--- config.mk ---
export PLATFORM = sky130hd
export DESIGN_NAME = multicycle_ctrl
export DESIGN_NICKNAME = d
export VERILOG_FILES = /design/src/rtl/multicycle_ctrl.sv
export SDC_FILE = /design/constraint.sdc
export NUM_CORES = 1
export LEC_CHECK = 0
export ABC_AREA = 1
export CAP_MARGIN = 10
export CORE_MARGIN = 1
export CORE_UTILIZATION = 25
export CTS_CLUSTER_SIZE = 14
export DETAILED_ROUTE_END_ITERATION = 12
export PLACE_DENSITY = 0.85
export SLEW_MARGIN = 15
export SYNTH_ARGS = -nofsm -noshare
export SYNTH_HDL_FRONTEND = slang
export SYNTH_SLANG_ARGS = --single-unit
--- constraint.sdc ---
create_clock -name clk -period 1.6 [get_ports clk]
set_input_delay 0.32 -clock clk [delete_from_list [all_inputs] [get_ports clk]]
set_output_delay 0.32 -clock clk [all_outputs]
set_load 0.02 [all_outputs]
--- src/rtl/multicycle_ctrl.sv ---
// Multi-cycle RV32I sequencing controller: walks the shared datapath through
// FETCH, DECODE, EXEC, MEM and WB and drives every datapath enable and select.
module multicycle_ctrl (
  input  logic        clk,
  input  logic        rst,
  input  logic [31:0] instr,
  input  logic        z,
  input  logic        mem_ready,
  output logic        mem_req,
  output logic        mem_we,
  output logic        sel_addr,
  output logic        IR_WEN,
  output logic        PC_WEN,
  output logic        pc_src,
  output logic        AB_WEN,
  output logic        OUT_WEN,
  output logic        MDR_WEN,
  output logic        RF_WEN,
  output logic        sel_ld,
  output logic        sel_srcB,
  output logic [1:0]  sel_imm,
  output logic        sel_a,
  output logic        sel_comp,
  output logic [1:0]  sel_s,
  output logic [1:0]  sel_l,
  output logic [1:0]  sel_exec_out,
  output logic        br_taken,
  output logic        retire,
  output logic        illegal
);

  typedef enum logic [2:0] {StFetch, StDecode, StExec, StMem, StWb} state_e;

  state_e state_q, state_d;

  logic [6:0] opcode;
  logic [2:0] funct3;
  logic       alt;
  logic       is_rtype, is_itype, is_load, is_store, is_branch, is_alu, is_legal;

  assign opcode    = instr[6:0];
  assign funct3    = instr[14:12];
  assign alt       = instr[30];
  assign is_rtype  = (opcode == 7'b0110011);
  assign is_itype  = (opcode == 7'b0010011);
  assign is_load   = (opcode == 7'b0000011);
  assign is_store  = (opcode == 7'b0100011);
  // Every funct3 under the branch opcode behaves as BEQ.
  assign is_branch = (opcode == 7'b1100011);
  assign is_alu    = is_rtype | is_itype;
  assign is_legal  = is_alu | is_load | is_store | is_branch;

  // Register fields and immediate bits are consumed by the datapath, not here.
  logic unused_instr_bits;
  assign unused_instr_bits = ^{instr[31], instr[29:15], instr[11:7]};

  // State register; reset returns to FETCH from any state.
  always_ff @(posedge clk) begin
    if (rst) begin
      state_q <= StFetch;
    end else begin
      state_q <= state_d;
    end
  end

  // Next-state and output decode; everything stays 0 while rst is high.
  always_comb begin
    state_d      = state_q;
    mem_req      = 1'b0;
    mem_we       = 1'b0;
    sel_addr     = 1'b0;
    IR_WEN       = 1'b0;
    PC_WEN       = 1'b0;
    pc_src       = 1'b0;
    AB_WEN       = 1'b0;
    OUT_WEN      = 1'b0;
    MDR_WEN      = 1'b0;
    RF_WEN       = 1'b0;
    sel_ld       = 1'b0;
    sel_srcB     = 1'b0;
    sel_imm      = 2'b00;
    sel_a        = 1'b0;
    sel_comp     = 1'b0;
    sel_s        = 2'b00;
    sel_l        = 2'b00;
    sel_exec_out = 2'b00;
    br_taken     = 1'b0;
    retire       = 1'b0;
    illegal      = 1'b0;
    if (!rst) begin
      unique case (state_q)
        StFetch: begin
          mem_req = 1'b1;
          if (mem_ready) begin
            IR_WEN  = 1'b1;
            PC_WEN  = 1'b1;
            state_d = StDecode;
          end
        end
        StDecode: begin
          AB_WEN = 1'b1;
          if (is_legal) begin
            state_d = StExec;
          end else begin
            illegal = 1'b1;
            state_d = StFetch;
          end
        end
        StExec: begin
          if (is_alu) begin
            sel_srcB = ~opcode[5];
            OUT_WEN  = 1'b1;
            state_d  = StWb;
            case (funct3)
              3'b000: sel_a = opcode[5] & alt;
              3'b001: sel_exec_out = 2'b11;
              3'b010: begin
                sel_a        = 1'b1;
                sel_comp     = 1'b1;
                sel_exec_out = 2'b01;
              end
              3'b011: begin
                sel_a        = 1'b1;
                sel_exec_out = 2'b01;
              end
              3'b100: sel_exec_out = 2'b10;
              3'b101: begin
                sel_s        = alt ? 2'b11 : 2'b10;
                sel_exec_out = 2'b11;
              end
              3'b110: begin
                sel_l        = 2'b01;
                sel_exec_out = 2'b10;
              end
              default: begin
                sel_l        = 2'b10;
                sel_exec_out = 2'b10;
              end
            endcase
          end else if (is_load || is_store) begin
            sel_srcB = 1'b1;
            sel_imm  = is_store ? 2'b01 : 2'b00;
            OUT_WEN  = 1'b1;
            state_d  = StMem;
          end else if (is_branch) begin
            sel_imm  = 2'b10;
            sel_a    = 1'b1;
            br_taken = z;
            PC_WEN   = z;
            pc_src   = z;
            retire   = 1'b1;
            state_d  = StFetch;
          end else begin
            state_d = StFetch;
          end
        end
        StMem: begin
          // Address/format selects held steady for the whole request.
          mem_req  = 1'b1;
          sel_addr = 1'b1;
          mem_we   = is_store;
          sel_imm  = is_store ? 2'b01 : 2'b00;
          if (mem_ready) begin
            if (is_store) begin
              retire  = 1'b1;
              state_d = StFetch;
            end else begin
              MDR_WEN = 1'b1;
              state_d = StWb;
            end
          end
        end
        StWb: begin
          RF_WEN  = 1'b1;
          sel_ld  = is_load;
          retire  = 1'b1;
          state_d = StFetch;
        end
        default: state_d = StFetch;
      endcase
    end
  end

endmodule
==> reports/metrics.cfg <==
[floorplanning]
design.core.area_mm2=0.001942
ios=61
start_util=0.2635
die_h_um=47.25
die_x_um=47.25
dieArea_mm2=0.002232
rows=16

[routing]
drt_first_pass_iters=4
drt_wl_total_um=2643
num_vias=951
dr.first_iter.drc_count=4
drc=0
via_per_inst=4.827
ant_nets=0
avgRoutedWirePerCell_um=13.42

[sta]
worstMarginPinSlew_ns=0.2795
fmax_mhz=552.5
finalMaxSlewViolations=0
period_needed_ns=1.810
slew_headroom=0.8122
rsz0062_at_grt=true
finalClockSkew_ns=0.01355
setup_viol=16
finalCritPeriodShare=1.131
timing.final.ws_setup_ns=-0.2099
hold_violations=0

[place]
place_hpwl_um=1586
gp_congestion=0.8174
portBuffers=39
dpl_cell_area_mm2=0.001094

[yosys]
synth_area_leaders=nand2_1 (15%), inv_1 (13%), dfxtp_1 (12%)
yosysSeqAreaShare=0.1174
syn_area_um2=511.7
ys_ff_latch=3
yosysUniqueCellTypes=23
yosys.area.top_type=nand2_1
avgSynthCellArea_um2=5.276
ys.warnings.count=0
syn_nets=133
synth_top_area_frac=0.1467
synthCells=97

[finish]
layout-drive-gt1-share=0.7706
largest_register_ffs=3
finalInstanceArea_mm2=0.001461
nets=207
nFillCells=133
synthToLayoutAreaGrowth_pct=185.6
largest_registers=state_q x3
diodes=0
regMostFlops=state_q

[worst_setup_path]
rrSetupSlack_ns=0.02
cp.required_ns=1.28
critPathLaunchType=register
worst-path-buf-inv=4
crit_type=reg2out
slowest_delay_ns=0.39
crit_top_cell=inv_2
cp_top_family=flip-flops
crit_arrival_ns=1.49
cp-end-kind=primary output
cp_cell_sequence=inv_4, nor3_4, inv_2, nor2_4, inv_2, o211ai_1, buf_4
crit_slowest_cell=dfxtp_4
cp_max_fo=3

[power_and_ir_drop]
combPwrFrac=0.479
switching_share=0.3760
p_switching_mw=0.1610
power.internal_mw=0.2673
ir_drop_uv=327.6
p_leak_nw=0.6811
power.share.clock=0.332
p_per_area_mw_per_mm2=293.1
seqPwrFrac=0.190
power_mw=0.4283

[global_route]
grt_max_degree=11
grt_overflow_total=0
grt_pass1_vias=857
antenna_found_initial=0
grt_pass1_wl_um=3422
grt_usage=0.2156

[flow_run]
drv_cap=0

[clocking]
cts.sinks=3
cts_root_buf=clkbuf_4
clk_latency_ns=0.24
cts_max_level=1
clkTransAtPathRegs_ns=0.05
cts_buffer_depth=2
cts_hold_buf=0
cts_made_buffers=3
cts_tree=done

[status]
status=finished with violations
violations=negative setup slack

[min_path]
hp-class=in2reg

power by group through the flow:
stage               registers, mW  clock network (mW)  logic, mW
floorplan                  0.0816                   0     0.0586
detailed placement         0.0822                   0      0.139
global placement           0.0820                   0      0.136
global route               0.0812               0.158      0.216
CTS                        0.0806               0.140      0.169
finish                     0.0813               0.142      0.205
cell type report:
cell class	count	area, um^2	share of cell area
inverter	20	87.58	0.05993
clock buffer	4	26.28	0.01798
tap	27	33.78	0.02312
timing repair buffer	71	603.1	0.4127
sequential	3	71.32	0.04880
multi-input combinational	72	639.4	0.4375
cells in the mapped netlist:
master	count
and2_1	1
nor2_2	3
a21oi_1	6
inv_1	18
clkbuf_1	1
nor3_2	2
o21ai_1	1
nor2_1	12
buf_4	1
a21o_1	1
nand2_2	3
or2_1	1
nand2_1	20
a211oi_2	1
nor4_1	1
inv_2	2
dfxtp_1	3
and2_4	1
o211ai_1	1
nor3b_1	1
nand3_1	8
nor3_1	8
nand3_2	1
worst register-to-register path, stage by stage, from the launching register on:
cell,delay [ns]
dfxtp_4,0.37
buf_6,0.14
nor2_4,0.11
inv_2,0.07
buf_6,0.11
buf_6,0.10
buf_4,0.12
buf_4,0.12
buf_6,0.10
buf_6,0.10
nand2_2,0.06
nand2_2,0.04
nand2_1,0.06
stage by stage:
stage	util	hold slack, ns	setup slack [ns]	cells	TNS, ns
after global routing	0.7526	0.6973	-0.3129	197	-2.722
after global placement	0.5631	0.6304	-0.8184	178	-16.75
after detailed placement	0.5631	0.6427	-0.8903	178	-17.90
after floorplan	-	0.5165	-0.03630	97	-0.03630
final	0.7526	0.6712	-0.2099	197	-1.541
after CTS	0.6418	0.6496	-0.1512	192	-1.278
layer usage:
metal	GRT usage	routed length [um]
met5	0	0
met4	0.06857	95
met2	0.4438	1517
met1	0.2091	916
met3	0.03846	113
repair_timing:
item,CTS,global route
gates resized for setup,195,57
pin swaps,23,25
setup endpoints to repair,25,26
setup buffers,11,7
layout by cell type (no fill, tap or decap), drive strengths merged, types with 2 or more instances in the layout:
cell type,n
nor2,15
nor3,10
and2,2
clkbuf,6
clkdlybuf4s50,3
dlygate4sd2,3
clkdlybuf4s15,2
nand3,9
a21oi,6
inv,20
nand2,23
buf,61
dfxtp,3
worst paths after layout:
check / cells past startpoint / to / start
max: 7 / retire / state_q[1]
min: 3 / state_q[2] / rst
max reg2reg: 12 / state_q[0] / state_q[1]
min reg2reg: 4 / state_q[0] / state_q[2]
cell families (layout without fill, tap and decap cells):
kind of cell | after synthesis | count (layout) | share of synthesized area
AND/OR/NAND/NOR | 62 | 62 | 0.5917
flip-flops | 3 | 3 | 0.1174
buffers and inverters | 22 | 95 | 0.1687
AO/OA/AOI/OAI | 10 | 10 | 0.1222
Power figures use the tool's default switching activity.
